`src/rtl/otter_pipe_pkg.sv`:
```
// Shared types and encodings for the OTTER pipeline sequencer.
package otter_pipe_pkg;

    typedef enum logic [1:0] {
        RUN   = 2'd0,
        DRAIN = 2'd1,
        TRAP  = 2'd2
    } seq_state_t;

    // EX-stage PC source encodings; anything other than PC4 is a taken redirect.
    localparam logic [1:0] PCSRC_PC4    = 2'd0;
    localparam logic [1:0] PCSRC_JALR   = 2'd1;
    localparam logic [1:0] PCSRC_BRANCH = 2'd2;
    localparam logic [1:0] PCSRC_JAL    = 2'd3;

    localparam int unsigned DrainCntW = 3;

endpackage

```
`src/rtl/otter_load_use_detect.sv`:
```
// Combinational load-use hazard compare between ID/EX (load) and IF/ID (consumer).
module otter_load_use_detect (
    input  logic       ex_memread_i,
    input  logic [4:0] ex_rd_i,
    input  logic [4:0] id_rs1_i,
    input  logic [4:0] id_rs2_i,
    input  logic       id_uses_rs1_i,
    input  logic       id_uses_rs2_i,
    output logic       hazard_o
);

    logic rs1_hit;
    logic rs2_hit;

    // x0 is never a real producer, so a load to rd=0 cannot cause a stall.
    always_comb begin
        rs1_hit  = id_uses_rs1_i && (id_rs1_i == ex_rd_i);
        rs2_hit  = id_uses_rs2_i && (id_rs2_i == ex_rd_i);
        hazard_o = ex_memread_i && (ex_rd_i != 5'd0) && (rs1_hit || rs2_hit);
    end

endmodule

```
`src/rtl/otter_pipe_sequencer.sv`:
```
// Pipeline controller: stage enables/flushes, hazard resolution and interrupt entry sequencing.
module otter_pipe_sequencer #(
    parameter int unsigned DRAIN_CYCLES = 3
) (
    input  logic        CLOCK,
    input  logic        RESET,
    input  logic        INTR,
    input  logic        MIE,
    input  logic        ID_VALID,
    input  logic [31:0] ID_PC,
    input  logic [4:0]  ID_RS1,
    input  logic [4:0]  ID_RS2,
    input  logic        ID_USES_RS1,
    input  logic        ID_USES_RS2,
    input  logic [4:0]  EX_RD,
    input  logic        EX_MEMREAD,
    input  logic [1:0]  EX_PCSOURCE,
    input  logic        MEM_BUSY,
    output logic        PC_WRITE,
    output logic        PC_SEL_TRAP,
    output logic        IF_ID_WRITE,
    output logic        IF_ID_FLUSH,
    output logic        ID_EX_WRITE,
    output logic        ID_EX_FLUSH,
    output logic        EX_MEM_WRITE,
    output logic        MEM_WB_WRITE,
    output logic        INTR_TAKEN,
    output logic [31:0] TRAP_EPC,
    output logic [31:0] STALL_COUNT
);
    import otter_pipe_pkg::*;

    localparam logic [DrainCntW-1:0] DrainLoad = DrainCntW'(DRAIN_CYCLES - 1);

    seq_state_t           state_q, state_d;
    logic [DrainCntW-1:0] drain_cnt_q, drain_cnt_d;
    logic [31:0]          epc_q, epc_d;
    logic [31:0]          stall_cnt_q, stall_cnt_d;
    logic                 load_use;
    logic                 redirect;

    otter_load_use_detect u_load_use_detect (
        .ex_memread_i  (EX_MEMREAD),
        .ex_rd_i       (EX_RD),
        .id_rs1_i      (ID_RS1),
        .id_rs2_i      (ID_RS2),
        .id_uses_rs1_i (ID_USES_RS1),
        .id_uses_rs2_i (ID_USES_RS2),
        .hazard_o      (load_use)
    );

    assign redirect = (EX_PCSOURCE != PCSRC_PC4);

    // Next-state and stage-control decode; outputs are combinational from state and inputs.
    always_comb begin
        state_d      = state_q;
        drain_cnt_d  = drain_cnt_q;
        epc_d        = epc_q;
        PC_WRITE     = 1'b1;
        PC_SEL_TRAP  = 1'b0;
        IF_ID_WRITE  = 1'b1;
        IF_ID_FLUSH  = 1'b0;
        ID_EX_WRITE  = 1'b1;
        ID_EX_FLUSH  = 1'b0;
        EX_MEM_WRITE = 1'b1;
        MEM_WB_WRITE = 1'b1;
        INTR_TAKEN   = 1'b0;

        unique case (state_q)
            RUN: begin
                if (MEM_BUSY) begin
                    PC_WRITE     = 1'b0;
                    IF_ID_WRITE  = 1'b0;
                    ID_EX_WRITE  = 1'b0;
                    EX_MEM_WRITE = 1'b0;
                    MEM_WB_WRITE = 1'b0;
                end else if (redirect) begin
                    IF_ID_FLUSH = 1'b1;
                    ID_EX_FLUSH = 1'b1;
                end else if (load_use) begin
                    PC_WRITE    = 1'b0;
                    IF_ID_WRITE = 1'b0;
                    ID_EX_FLUSH = 1'b1;
                end else if (INTR && MIE && ID_VALID) begin
                    // The instruction in IF/ID is squashed and becomes the return point.
                    PC_WRITE    = 1'b0;
                    IF_ID_FLUSH = 1'b1;
                    ID_EX_FLUSH = 1'b1;
                    epc_d       = ID_PC;
                    drain_cnt_d = DrainLoad;
                    state_d     = DRAIN;
                end
            end
            DRAIN: begin
                PC_WRITE = 1'b0;
                if (MEM_BUSY) begin
                    IF_ID_WRITE  = 1'b0;
                    ID_EX_WRITE  = 1'b0;
                    EX_MEM_WRITE = 1'b0;
                    MEM_WB_WRITE = 1'b0;
                end else begin
                    IF_ID_FLUSH = 1'b1;
                    ID_EX_FLUSH = 1'b1;
                    if (drain_cnt_q == '0) begin
                        state_d = TRAP;
                    end else begin
                        drain_cnt_d = drain_cnt_q - 1'b1;
                    end
                end
            end
            TRAP: begin
                PC_SEL_TRAP = 1'b1;
                if (MEM_BUSY) begin
                    PC_WRITE     = 1'b0;
                    IF_ID_WRITE  = 1'b0;
                    ID_EX_WRITE  = 1'b0;
                    EX_MEM_WRITE = 1'b0;
                    MEM_WB_WRITE = 1'b0;
                end else begin
                    INTR_TAKEN  = 1'b1;
                    IF_ID_FLUSH = 1'b1;
                    state_d     = RUN;
                end
            end
            default: state_d = RUN;
        endcase

        if (RESET) begin
            PC_SEL_TRAP = 1'b0;
            INTR_TAKEN  = 1'b0;
        end

        stall_cnt_d = stall_cnt_q;
        if (!PC_WRITE && (stall_cnt_q != 32'hFFFF_FFFF)) begin
            stall_cnt_d = stall_cnt_q + 32'd1;
        end
    end

    // State, drain counter, EPC and stall counter registers with synchronous reset.
    always_ff @(posedge CLOCK) begin
        if (RESET) begin
            state_q     <= RUN;
            drain_cnt_q <= '0;
            epc_q       <= 32'd0;
            stall_cnt_q <= 32'd0;
        end else begin
            state_q     <= state_d;
            drain_cnt_q <= drain_cnt_d;
            epc_q       <= epc_d;
            stall_cnt_q <= stall_cnt_d;
        end
    end

    assign TRAP_EPC    = epc_q;
    assign STALL_COUNT = stall_cnt_q;

endmodule
```
`config.mk`:
```
export PLATFORM = sky130hd
export DESIGN_NAME = otter_pipe_sequencer
export DESIGN_NICKNAME = d
export VERILOG_FILES = /design/src/rtl/otter_pipe_pkg.sv /design/src/rtl/otter_load_use_detect.sv /design/src/rtl/otter_pipe_sequencer.sv
export SDC_FILE = /design/constraint.sdc
export NUM_CORES = 1
export LEC_CHECK = 0
export CAP_MARGIN = 25
export CORE_AREA = 4 4 91 93
export CTS_CLUSTER_DIAMETER = 40
export CTS_CLUSTER_SIZE = 30
export DETAILED_ROUTE_END_ITERATION = 16
export DIE_AREA = 0 0 95 97
export GPL_TIMING_DRIVEN = 1
export PLACE_DENSITY = 0.86
export RECOVER_POWER = 25
export SLEW_MARGIN = 20
export SYNTH_ARGS = -nofsm -noshare
export SYNTH_HDL_FRONTEND = slang
export SYNTH_SLANG_ARGS = --single-unit
```
`constraint.sdc`:
```
create_clock -name CLOCK -period 6.5 [get_ports CLOCK]
set_clock_uncertainty 0.15 [all_clocks]
set_input_delay 1.3 -clock CLOCK [delete_from_list [all_inputs] [get_ports CLOCK]]
set_output_delay 1.3 -clock CLOCK [all_outputs]
set_load 0.01 [all_outputs]
```
# Word level (Yosys, flattened, before mapping)
# Index checks and enable logic that the tools add are counted.
dict set report classes {
  muxes 39
  multipliers 0
  magnitude_cmp 0
  reduce_logical 19
  n_bitwise 3
  n_addsub 2
  n_shift 0
  div_mod_pow 0
  eq_ne 13
}
# operator count
set ops {}
lappend ops {{$add 32x1->32 const B} 1}
lappend ops {{$ne 32x32->1 const B} 1}
lappend ops {{$mux 1} 20}
lappend ops {{$mux 3} 6}
lappend ops {{$ne 2x2->1 const B} 8}
lappend ops {{$mux 2} 7}
lappend ops {{$reduce_and 7->1} 2}
lappend ops {{$eq 5x5->1} 2}
lappend ops {{$logic_and 1x1->1} 7}
lappend ops {{$pmux 1 s2} 3}
lappend ops {{$pmux 2 s3} 1}
lappend ops {{$pmux 3 s2} 1}
lappend ops {{$reduce_and 5->1} 1}
lappend ops {{$reduce_bool 5->1} 1}
lappend ops {{$reduce_bool 2->1} 2}
lappend ops {{$logic_not 3->1} 1}
lappend ops {{$not 1->1} 3}
lappend ops {{$pmux 1 s3} 1}
lappend ops {{$reduce_or 3->1} 1}
lappend ops {{$sub 3x1->3 const B} 1}
lappend ops {{$eq 2x1->1 const B} 1}
lappend ops {{$eq 2x2->1 const B} 1}
lappend ops {{$logic_not 2->1} 1}
lappend ops {{$reduce_or 2->1} 1}
lappend ops {{other kinds (2)} 2}
dict set report totals {
  reg_bits 69
  mem_bits_rw 0
  rom_bits 0
  wordCells 80
  out_inout_bits 73
  inputBits 58
  mem_count 0
  latchBits 0
}

# Longest topological paths before layout
dict set report depth {
  depth_word 10
  ltp_mapped 12
  ltp_nobuf 9
}

# Cells and area by module
# Synthesis repeated with hierarchy kept, for this count alone.
dict set report unflattened {
  hier_cells 431
  area_unflattened_um2 3539.6
}
# module instances area_per_inst_um2 seq_area_each_um2 cells_per_inst
set by_module_without_submodules {}
lappend by_module_without_submodules {otter_pipe_sequencer 1 3405.8 1381.3 414}
lappend by_module_without_submodules {otter_load_use_detect 1 133.9 0.0 17}

# Least setup slack after synthesis
# No wires, ideal clock.
dict set report synth_timing {
  path_type {in2out}
  startpoint {in EX_RD[1]}
  endpoint {out PC_WRITE}
  cell_stages 8
  path_buffers 3
  arrival_time_ns 2.853
  slack_ns 2.197
  required_time_ns 5.050
  cell_sequence {or4_1 -> o21a_1 -> and3_4 -> a21o_4 -> inv_2 -> buf_6 -> buf_6 -> buf_6}
}
dict set report synth_via {
  elab_chain_len 8
  elab_cells_between_ends 12
  cone_classes {eq/ne (2); mux (4); reduce/logical (6)}
}
# element line
set synth_lines {}
lappend synth_lines {{start: declaration} otter_pipe_sequencer.sv:15} ;# input logic [4:0] EX_RD,
lappend synth_lines {{$eq 5x5->1 (on tied branches)} {otter_load_use_detect.sv:17, otter_load_use_detect.sv:18}}
lappend synth_lines {{$logic_and 1x1->1 (on tied branches)} {otter_load_use_detect.sv:17, otter_load_use_detect.sv:18}}
lappend synth_lines {{$logic_or 1x1->1} otter_load_use_detect.sv:19} ;# hazard_o = ex_memread_i && (ex_rd_i != 5'd0) && (rs1_hit || rs2_hit);
lappend synth_lines {{$logic_and 1x1->1 (*)} otter_load_use_detect.sv:19}
lappend synth_lines {{$mux 1 (*)} otter_pipe_sequencer.sv:80} ;# end else if (load_use) begin
lappend synth_lines {{$mux 1 (*)} otter_pipe_sequencer.sv:77} ;# end else if (redirect) begin
lappend synth_lines {{$mux 1 (*)} otter_pipe_sequencer.sv:71} ;# if (MEM_BUSY) begin
lappend synth_lines {{$pmux 1 s3 (*)} otter_pipe_sequencer.sv:69} ;# unique case (state_q)
lappend synth_lines {{end: declaration} otter_pipe_sequencer.sv:19} ;# output logic PC_WRITE,
# Mark *: on every way between the ends. The rest lies on a longest branch, timed or not.

# Worst setup path after layout
# Same ends and word-level chain as after synthesis.

==> impl_metrics.py <==
metrics = {
    "drt": {
        "routedWlPerCell_um": 15.97,
        "routed.top_layer": "met4",
        "wl_met3_um": 590,
        "vias": 3539,
        "dr_wl_met2_um": 5300,
        "vias_per_cell": 5.609,
        "antenna_left": 0,
        "drt-total-wl_um": 10080,
        "dr.pass1.iters": 5,
        "drc": 0,
        "drtIter0Drc": 246,
        "wl_met1_um": 4005,
    },
    "placement": {
        "gp_congestion": 0.8313,
        "port_buffers": 130,
        "dpl_cell_area_um2": 4926,
        "hpwl_um": 7085,
    },
    "pwr": {
        "clkPwrFrac_pct": 48.3,
        "power_frac_comb_pct": 9.1,
        "leakage_nw": 1.825,
        "finalPower_mw": 1.006,
        "p_sw_share_pct": 21.05,
        "powerDensity_nw_per_um2": 193.2,
        "p_int_mw": 0.7941,
        "ir_drop_v": 0.0001344,
        "switching_power_mw": 0.2117,
        "seqPwrFrac_pct": 42.6,
    },
    "synth": {
        "synth.cell_area_um2": 3622,
        "synth_edf_count": 0,
        "syn_nets": 470,
        "ys_warn_count": 0,
        "yosysTopAreaCell": "dfxtp_1",
        "synth.yosys.seq_area_share_pct": 38.13,
        "ys_ff_latch": 69,
        "async_flop_share_pct": 0,
        "synth_cell_types": 56,
        "syn_inst": 405,
        "synth_top_area_share_pct": 38.13,
        "synth.area.top_cells": "dfxtp_1, mux2i_1, nor2_1, or4_1, a21oi_1",
        "ys.flop_type": "dfxtp_1",
        "synth_area_per_cell_um2": 8.944,
    },
    "critical_path": {
        "cp-end-kind": "output pin",
        "worstPathRequired_ns": 5.05,
        "arrival_ns": 3.69,
        "ff2ff_path_depth": 7,
        "critPathKind": "in -> out",
        "critPathMaxFanout": 6,
        "worstSetupStartpointType": "primary input",
    },
    "cts": {
        "hold_buffers": 0,
        "clock-sinks": 69,
        "root_buffer": "clkbuf_8",
        "h-tree-depth": 3,
        "clock_latency_ns": 0.35,
        "path_clk_slew_ns": 0.07,
        "post_cts_resized": 0,
        "numCtsBuffers": 9,
        "postCtsSetupBuffers": 0,
        "clockBufferDepth": 2,
        "cts_tree": "done",
    },
    "floorplanning": {
        "ios": 131,
        "die_area_um2": 9215,
        "fp.dieW_um": 95,
        "core-area_um2": 7527,
        "rows": 32,
        "initial_utilization_pct": 48.12,
        "fp.dieH_um": 97,
    },
    "sta": {
        "rsz0062_at_grt": "no",
        "fin_crit_sh_pct": 79.09,
        "timing.setup.tns_ns": 0,
        "setup_viol": 0,
        "final-hold-violation-count": 0,
        "tightest_slew_ns": 0.7845,
        "final.min_clock_period_ns": 5.141,
        "whs_ns": 0.3417,
        "max_freq_ghz": 0.1945,
        "slew_viol_final": 0,
        "relSlewSlack_pct": 47.70,
    },
    "finish": {
        "layout.nets": 589,
        "final_area_um2": 5206,
        "synthToLayoutAreaGrowth_pct": 43.73,
        "n_antenna_cell": 0,
        "final_layout_size_suffix_gt1_share_pct": 7.372,
    },
    "flow_run": {
        "drv_cap": 0,
    },
    "hold_path": {
        "min_path_cells": 2,
        "hp-class": "reg -> reg",
    },
    "run_status": {
        "status": "finished clean",
    },
    "global_route": {
        "grt_usage_pct": 22.29,
        "grt_pass1_wl_um": 16790,
        "grt_overflow": 0,
        "grt_antenna_before_repair": 0,
        "grt_max_degree": 78,
        "grt_pass1_vias": 3481,
    },
}
metrics by stage:
step	util (%)	setup slack (ns)	std cells
5_1_grt	69.17	1.301	631
6_report	69.17	1.359	631
4_1_cts	69.17	1.361	631
3_3_place_gp	65.44	1.402	615
2_1_floorplan	-	2.197	405
3_5_place_dp	65.44	1.376	615
cells in the mapped netlist, types with 5 or more instances:
cell / number
dfxtp_1: 69
nor2_1: 50
mux2i_1: 33
a21oi_1: 28
or4_1: 20
nand2_1: 18
o31ai_1: 17
nand3_1: 14
nand4_1: 13
clkbuf_1: 12
inv_1: 12
nor2b_1: 12
xnor2_1: 10
ha_1: 7
o41ai_1: 7
o21ai_0: 6
buf_4: 5
buf_6: 5
cell families after synthesis:
group           after synthesis  synth area share [%]
fa+ha+maj                     7                 2.418
flops                        69                 38.13
buf+inv                      39                 5.699
compound gates               79                 15.20
mux                          37                 10.78
simple gates                164                 25.35
xor+xnor                     10                 2.418
registers in the layout, indices dropped and copies added, names as in the netlist:
register and flops:
STALL_COUNT 32, drain_cnt_q 3, state_q 2, TRAP_EPC 32
layout make-up:
type,count,area (um^2)
fill,602,2321
multi-input combinational,297,2042
sequential,69,1381
timing repair buffer,134,1326
clock buffer,11,151.4
clock inverter,5,128.9
tap,102,127.6
inverter,13,48.80
path summary, 6_finish.rpt:
check,start,endpoint,slack [ns]
max,EX_RD[1],PC_WRITE,1.36
min,TRAP_EPC[14]$_SDFFE_PP0P_,TRAP_EPC[14]$_SDFFE_PP0P_,0.34
max reg2reg,STALL_COUNT[0]$_SDFFE_PP0P_,STALL_COUNT[2]$_SDFFE_PP0P_,3.59
min reg2reg,TRAP_EPC[14]$_SDFFE_PP0P_,TRAP_EPC[14]$_SDFFE_PP0P_,0.34
per-layer routing:
| metal | track usage (%) | vias up |
|---|---|---|
| met1 | 26.42 | 1680 |
| met4 | 8.768 | 0 |
| li1 | - | 1724 |
| met5 | 0 | - |
| met2 | 39.32 | 118 |
| met3 | 3.655 | 17 |
critical path, stage by stage:
cell and delay, ns:
clkdlybuf4s50_1 0.47, or4_1 0.57, o21a_1 0.26, and3_4 0.21, a21o_4 0.24, inv_2 0.09
clkdlybuf4s50_1 0.54
layout by cell type (no fill, tap or decap), types with 3 or more instances in the layout:
master / Yosys / routed
clkdlybuf4s50_1: 0 / 94
dfxtp_1: 69 / 69
nor2_1: 50 / 50
dlygate4sd3_1: 0 / 35
mux2i_1: 33 / 33
a21oi_1: 28 / 28
or4_1: 20 / 20
nand2_1: 18 / 18
o31ai_1: 17 / 17
nand3_1: 14 / 14
nand4_1: 13 / 13
inv_1: 12 / 12
nor2b_1: 12 / 12
clkbuf_8: 0 / 11
xnor2_1: 10 / 10
o41ai_1: 7 / 7
ha_1: 7 / 7
o21ai_0: 6 / 6
and3_1: 4 / 4
nor3_1: 4 / 4
and2_1: 4 / 4
mux2_4: 4 / 4
o21ai_1: 4 / 4
or3_1: 4 / 4
bufinv_16: 0 / 4
buf_4: 5 / 4
o21a_1: 3 / 3
nand2b_1: 3 / 3
power by group through the flow:
stage                     logic, mW  registers (mW)  clock network (mW)
after floorplan              0.0405           0.439                   0
after global placement       0.0903           0.438                   0
after detailed placement     0.0924           0.438                   0
after CTS                    0.0930           0.428               0.492
after global routing         0.0995           0.429               0.515
final                        0.0918           0.428               0.486
Note: power is estimated with default switching activity, not from simulation.
==> edit 1 (same settings) <==
Put a register stage on the output `INTR_TAKEN`, cleared by the reset. The value now appears one clock later. The other outputs are not delayed to match.
--- a/src/rtl/otter_pipe_sequencer.sv
+++ b/src/rtl/otter_pipe_sequencer.sv
@@ -34,2 +34,4 @@
 
+    logic INTR_TAKEN_d;
+
     seq_state_t           state_q, state_d;
@@ -66,3 +68,3 @@
         MEM_WB_WRITE = 1'b1;
-        INTR_TAKEN   = 1'b0;
+        INTR_TAKEN_d = 1'b0;
 
@@ -119,3 +121,3 @@
                 end else begin
-                    INTR_TAKEN  = 1'b1;
+                    INTR_TAKEN_d = 1'b1;
                     IF_ID_FLUSH = 1'b1;
@@ -129,3 +131,3 @@
             PC_SEL_TRAP = 1'b0;
-            INTR_TAKEN  = 1'b0;
+            INTR_TAKEN_d = 1'b0;
         end
@@ -156,2 +158,10 @@
 
+    always_ff @(posedge CLOCK) begin
+        if (RESET) begin
+            INTR_TAKEN <= '0;
+        end else begin
+            INTR_TAKEN <= INTR_TAKEN_d;
+        end
+    end
+
 endmodule
Formal check against the unedited RTL: not equivalent (Yosys sat finds a counterexample within 10 cycles, from zero or initial values and one cycle with RESET high).
==> edit 1 against the unedited design <==
Area after synthesis down 3.4%. Core utilization down 1.8 points. Sequential cell count up 1. Design area down 2.6%. Wire length down 6.0%. Via count down 3.0%. Power down 7.7%. Worst setup slack worse by 0.23 ns. Largest power group is now sequential cells. Highest routed layer unchanged.
==> edit 1: results <==
export IMPL_run_status="finished, final reports clean"
export IMPL_cell_internal_pwr_mw=0.7056
export IMPL_gr_usage_total_pct=20.66
export IMPL_clk_path_buf_depth=2
export IMPL_synth_xor_area_share_pct=2.503
export IMPL_yosys_mux_area_fraction_pct=11.73
export IMPL_fraction_of_final_layout_cells_sized_beyond_drive_strength_1_pct=4.962
export IMPL_insertion_delay_ns=0.34
export IMPL_complex_gate_fraction_of_the_synthesized_area_pct=13.87
export IMPL_detail_route_first_pass_iterations=4
export IMPL_synth_top_cells_by_area="sky130_fd_sc_hd__dfxtp_1 (40%), sky130_fd_sc_hd__mux2i_1 (9.2%), sky130_fd_sc_hd__nor2_1 (5.0%)"
export IMPL_diodes=0
export IMPL_critical_path_max_stage_delay_ns=0.57
export IMPL_timing_critical_path_arrival_ns=3.92
export IMPL_routed_via_count=3434
export IMPL_grt_pass1_wl_mm=15.53
export IMPL_cts_root_buffer="sky130_fd_sc_hd__clkbuf_8"
export IMPL_yosys_area_share_adder_pct=2.503
export IMPL_drt_wirelength_per_cell_um=15.13
export IMPL_ys_async_sr_fraction_pct=0
export IMPL_place_detailed_hpwl_mm=6.958
export IMPL_placedCellCount=610
export IMPL_drt_iter0_markers=95
export IMPL_critPathMaxFanout=5
export IMPL_total_cts_buffers=9
export IMPL_synth_top_cells_by_count="sky130_fd_sc_hd__dfxtp_1 (70), sky130_fd_sc_hd__nor2_1 (47), sky130_fd_sc_hd__mux2i_1 (32), sky130_fd_sc_hd__a21oi_1 (28), sky130_fd_sc_hd__nand2_1 (21)"
export IMPL_fillCellCount=637
export IMPL_postSynthNetCount=465
export IMPL_p_leak_nw=1.837
export IMPL_finalNetCount=584
export IMPL_post_cts_buffers=0
export IMPL_netlist_instances=400
export IMPL_worst_slew_margin_rel_pct=48.40
export IMPL_vdd_ir_drop_max_uv=156.1
export IMPL_synth_cell_type_count=43
export IMPL_ys_seq_area_share_pct=40.04
export IMPL_grt_antenna_before_repair=0
export IMPL_place_gp_congestion=0.8564
export IMPL_ys_warn_count=0
export IMPL_instances_no_fill=626
export IMPL_worst_setup_hold_path_clk_slew_ns=0.08
export IMPL_hold_class="reg2reg"
export IMPL_critPathSlowestCell="sky130_fd_sc_hd__o22ai_1"
export IMPL_ctsResizeCount=0
export IMPL_port_buffers=130
export IMPL_timing_final_ws_setup_ns=1.125
export IMPL_via_count_of_the_first_global_routing_pass=3310
export IMPL_cts_max_level=3
export IMPL_pin_count_of_the_biggest_net_entering_global_routing=79
==> edit 1: worst paths after layout <==
kind / from / endpoint / slack [ns] / depth (start not counted)
hold / removal: TRAP_EPC[11]$_SDFFE_PP0P_ / TRAP_EPC[11]$_SDFFE_PP0P_ / 0.34 / 2
setup reg to reg: state_q[0]$_SDFFE_PP0P_ / STALL_COUNT[18]$_SDFFE_PP0P_ / 3.87 / 8
hold reg to reg: TRAP_EPC[11]$_SDFFE_PP0P_ / TRAP_EPC[11]$_SDFFE_PP0P_ / 0.34 / 2
setup / recovery: EX_RD[3] / ID_EX_FLUSH / 1.13 / 8
==> edit 1: power by group through the flow <==
stage               clock, mW  sequential, mW  combinational (mW)
floorplan                   0           0.446              0.0453
global placement            0           0.445               0.100
detailed placement          0           0.445               0.102
CTS                     0.401           0.435               0.103
global route            0.420           0.436               0.110
finish                  0.391           0.435               0.102
==> edit 1: routing by layer <==
metal  track usage, %  share of wire (%)
met5                0                  0
met4            4.550               0.67
met3            7.076                6.5
met2            36.50                 53
met1            23.70                 40
==> edit 1: area by class of cell <==
| cell class | instances | area share (%) |
|---|---|---|
| multi-input combinational | 290 | 38.30 |
| sequential | 70 | 27.64 |
| timing repair buffer | 134 | 26.16 |
| tap | 102 | 2.517 |
| clock buffer | 9 | 2.443 |
| clock inverter | 7 | 1.900 |
| inverter | 14 | 1.037 |
==> edit 1: kinds of logic (layout without fill, tap and decap cells) <==
group,Yosys count,after routing
adders and majority gates,7,7
buffers and inverters,40,164
and+or+nand+nor,158,158
muxes,40,40
AOI/OAI and AO/OA,75,75
xor gates and xnor gates,10,10
DFF,70,70
==> edit 1: per-stage QoR <==
| step | hold WS [ns] | total power, mW | instance area, um2 | utilization, % |
|---|---|---|---|---|
| floorplan | 0.3422 | 0.4912 | 3500 | - |
| global placement | 0.3221 | 0.5449 | 4850 | 64.43 |
| detailed placement | 0.3354 | 0.5475 | 4850 | 64.43 |
| CTS | 0.3522 | 0.9393 | 5070 | 67.35 |
| global route | 0.3757 | 0.9660 | 5070 | 67.35 |
| finish | 0.3428 | 0.9281 | 5070 | 67.35 |
==> edit 1: worst max-delay path, delay by kind of cell <==
kind	cells	cell delay, ns
AOI/OAI and AO/OA	3	1.00
xor gates and xnor gates	1	0.14
and+or+nand+nor	2	0.36
buffers and inverters	2	1.12
==> edit 2 (same flow settings) <==
Made on the original files. `DrainCntW`: 3 -> 2.
--- a/src/rtl/otter_pipe_pkg.sv
+++ b/src/rtl/otter_pipe_pkg.sv
@@ -15,3 +15,3 @@
 
-    localparam int unsigned DrainCntW = 3;
+    localparam int unsigned DrainCntW = 2;
 
Formal check against the unedited RTL: same outputs for any inputs over 10 cycles, from zero or initial values and one cycle with RESET high; that may be too few to reach the edited logic, so the function may still have changed.
==> edit 2 against the unedited design <==
Wire length fell by 9.1%. Sequential cell count fell by 1. Clock power fell by 20%. Non-clock buffer count did not move. Die area did not move. Area after synthesis fell by 4.7%. Power fell by 10%. Core utilization fell by 2.6 points. Design area fell by 3.7%. Worst setup slack improved by 0.082 ns. Hold slack got worse by 0.030 ns. Sequential power fell by 1%. Critical endpoint is now ID_EX_FLUSH. Largest power group is now sequential cells.
==> edit 2: results <==
export IMPL_detail_route_first_pass_iterations=4
export IMPL_hold_path_cell_count=2
export IMPL_total_cts_buffers=9
export IMPL_timing_rr_start="state_q[0]$_SDFFE_PP0P_"
export IMPL_rr_endpoint="STALL_COUNT[12]$_SDFFE_PP0P_"
export IMPL_instances_no_fill=621
export IMPL_worst_r2r_setup_slack_ns=3.68
export IMPL_netlist_instances=391
export IMPL_ys_async_sr_fraction_pct=0
export IMPL_pin_count_of_the_biggest_net_entering_global_routing=70
export IMPL_place_detailed_hpwl_mm=6.641
export IMPL_cts_root_buffer="sky130_fd_sc_hd__clkbuf_8"
export IMPL_finalNetCount=579
export IMPL_gr_usage_total_pct=19.58
export IMPL_synth_top_cells_by_count="sky130_fd_sc_hd__dfxtp_1 (68), sky130_fd_sc_hd__nor2_1 (51), sky130_fd_sc_hd__mux2i_1 (33), sky130_fd_sc_hd__a21oi_1 (24), sky130_fd_sc_hd__nand2_1 (17)"
export IMPL_place_area_um2=4772
export IMPL_postSynthNetCount=455
export IMPL_insertion_delay_ns=0.33
export IMPL_place_gp_congestion=0.8447
export IMPL_grt_pass1_wl_mm=14.77
export IMPL_worst_r2r_path_depth=8
export IMPL_worst_slew_margin_rel_pct=54.14
export IMPL_fillCellCount=605
export IMPL_run_status="finished, final reports clean"
export IMPL_worst_setup_hold_path_clk_slew_ns=0.07
export IMPL_timing_hold_ws_ns=0.3117
export IMPL_placedCellCount=605
export IMPL_viasPerCell=5.444
export IMPL_critPathSlowestCell="sky130_fd_sc_hd__or4_1"
export IMPL_drt_wirelength_per_cell_um=14.75
export IMPL_timing_critical_path_arrival_ns=3.61
export IMPL_setup_worst_path_start="EX_RD[2]"
export IMPL_via_count_of_the_first_global_routing_pass=3197
export IMPL_p_leak_nw=1.822
export IMPL_synth_cell_type_count=46
export IMPL_critPathMaxFanout=4
export IMPL_synth_top_cells_by_area="sky130_fd_sc_hd__dfxtp_1 (39%), sky130_fd_sc_hd__mux2i_1 (9.6%), sky130_fd_sc_hd__nor2_1 (5.5%)"
export IMPL_fraction_of_final_layout_cells_sized_beyond_drive_strength_1_pct=6.551
export IMPL_destination_of_the_critical_timing_path="ID_EX_FLUSH"
export IMPL_drt_iter0_markers=128
export IMPL_vdd_ir_drop_max_uv=119.5
export IMPL_ys_seq_area_share_pct=39.45
[edit 2: cell types whose count changed after synthesis, moves of 5 or more]
| cell | change |
|---|---|
| sky130_fd_sc_hd__nand4_1 | -5 |
| sky130_fd_sc_hd__o21ai_0 | +7 |
| sky130_fd_sc_hd__mux2_2 | +6 |
| sky130_fd_sc_hd__o41ai_1 | -5 |
[edit 2: area by class of cell]
| cell class | instances | area [um2] | share of cell area, % |
|---|---|---|---|
| flip-flops and latches | 68 | 1361 | 27.17 |
| multi-input cells | 289 | 1916 | 38.23 |
| inverters | 13 | 48.80 | 0.9738 |
| clock inverters | 4 | 72.57 | 1.448 |
| repair buffers | 134 | 1334 | 26.62 |
| clock buffers | 11 | 151.4 | 3.021 |
| well taps | 102 | 127.6 | 2.547 |
[edit 2: worst max-delay path: cells and delay by family]
family	cells	cell delay [ns]
simple gates	2	0.74
compound gates	3	0.49
buf+inv	3	1.08
[edit 2: logic make-up (layout without fill, tap and decap cells)]
group	count (synthesis)	after routing	synth area share, %
buffers and inverters	34	162	5.039
xor gates and xnor gates	12	12	3.046
muxes	39	39	11.53
AOI/OAI and AO/OA	75	75	15.08
and+or+nand+nor	157	157	23.68
DFF	68	68	39.45
adders and majority gates	6	6	2.175
[edit 2: report_power, final]
| part | leakage, nW | switching, mW | internal, mW |
|---|---|---|---|
| Clock | 0.111 | 0.156 | 0.234 |
| Sequential | 0.548 | 0.00252 | 0.419 |
| Combinational | 1.16 | 0.0401 | 0.0521 |
[edit 2: worst min path at each step]
| stage | end | start |
|---|---|---|
| 2_1_floorplan | drain_cnt_q[0]$_SDFFE_PP0P_ | drain_cnt_q[0]$_SDFFE_PP0P_ |
| 4_1_cts | drain_cnt_q[0]$_SDFFE_PP0P_ | drain_cnt_q[0]$_SDFFE_PP0P_ |
| 5_1_grt | drain_cnt_q[0]$_SDFFE_PP0P_ | drain_cnt_q[0]$_SDFFE_PP0P_ |
| 3_5_place_dp | drain_cnt_q[0]$_SDFFE_PP0P_ | drain_cnt_q[0]$_SDFFE_PP0P_ |
| 3_3_place_gp | drain_cnt_q[0]$_SDFFE_PP0P_ | drain_cnt_q[0]$_SDFFE_PP0P_ |
| 6_report | drain_cnt_q[0]$_SDFFE_PP0P_ | drain_cnt_q[0]$_SDFFE_PP0P_ |
[edit 2: layer usage]
metal  global-route usage, %  part of all wire (%)
met4                   6.326                   1.1
met1                   23.33                    40
met5                       0                     0
met3                   6.299                   8.0
met2                   32.92                    50
[edit 2: per-stage QoR]
step | utilization, % | worst slack [ns] | power, mW
after floorplan | - | 2.471 | 0.4716
after global placement | 63.40 | 1.487 | 0.5219
after detailed placement | 63.40 | 1.471 | 0.5237
after CTS | 66.37 | 1.452 | 0.9138
after global routing | 66.57 | 1.301 | 0.9346
final | 66.57 | 1.441 | 0.9042
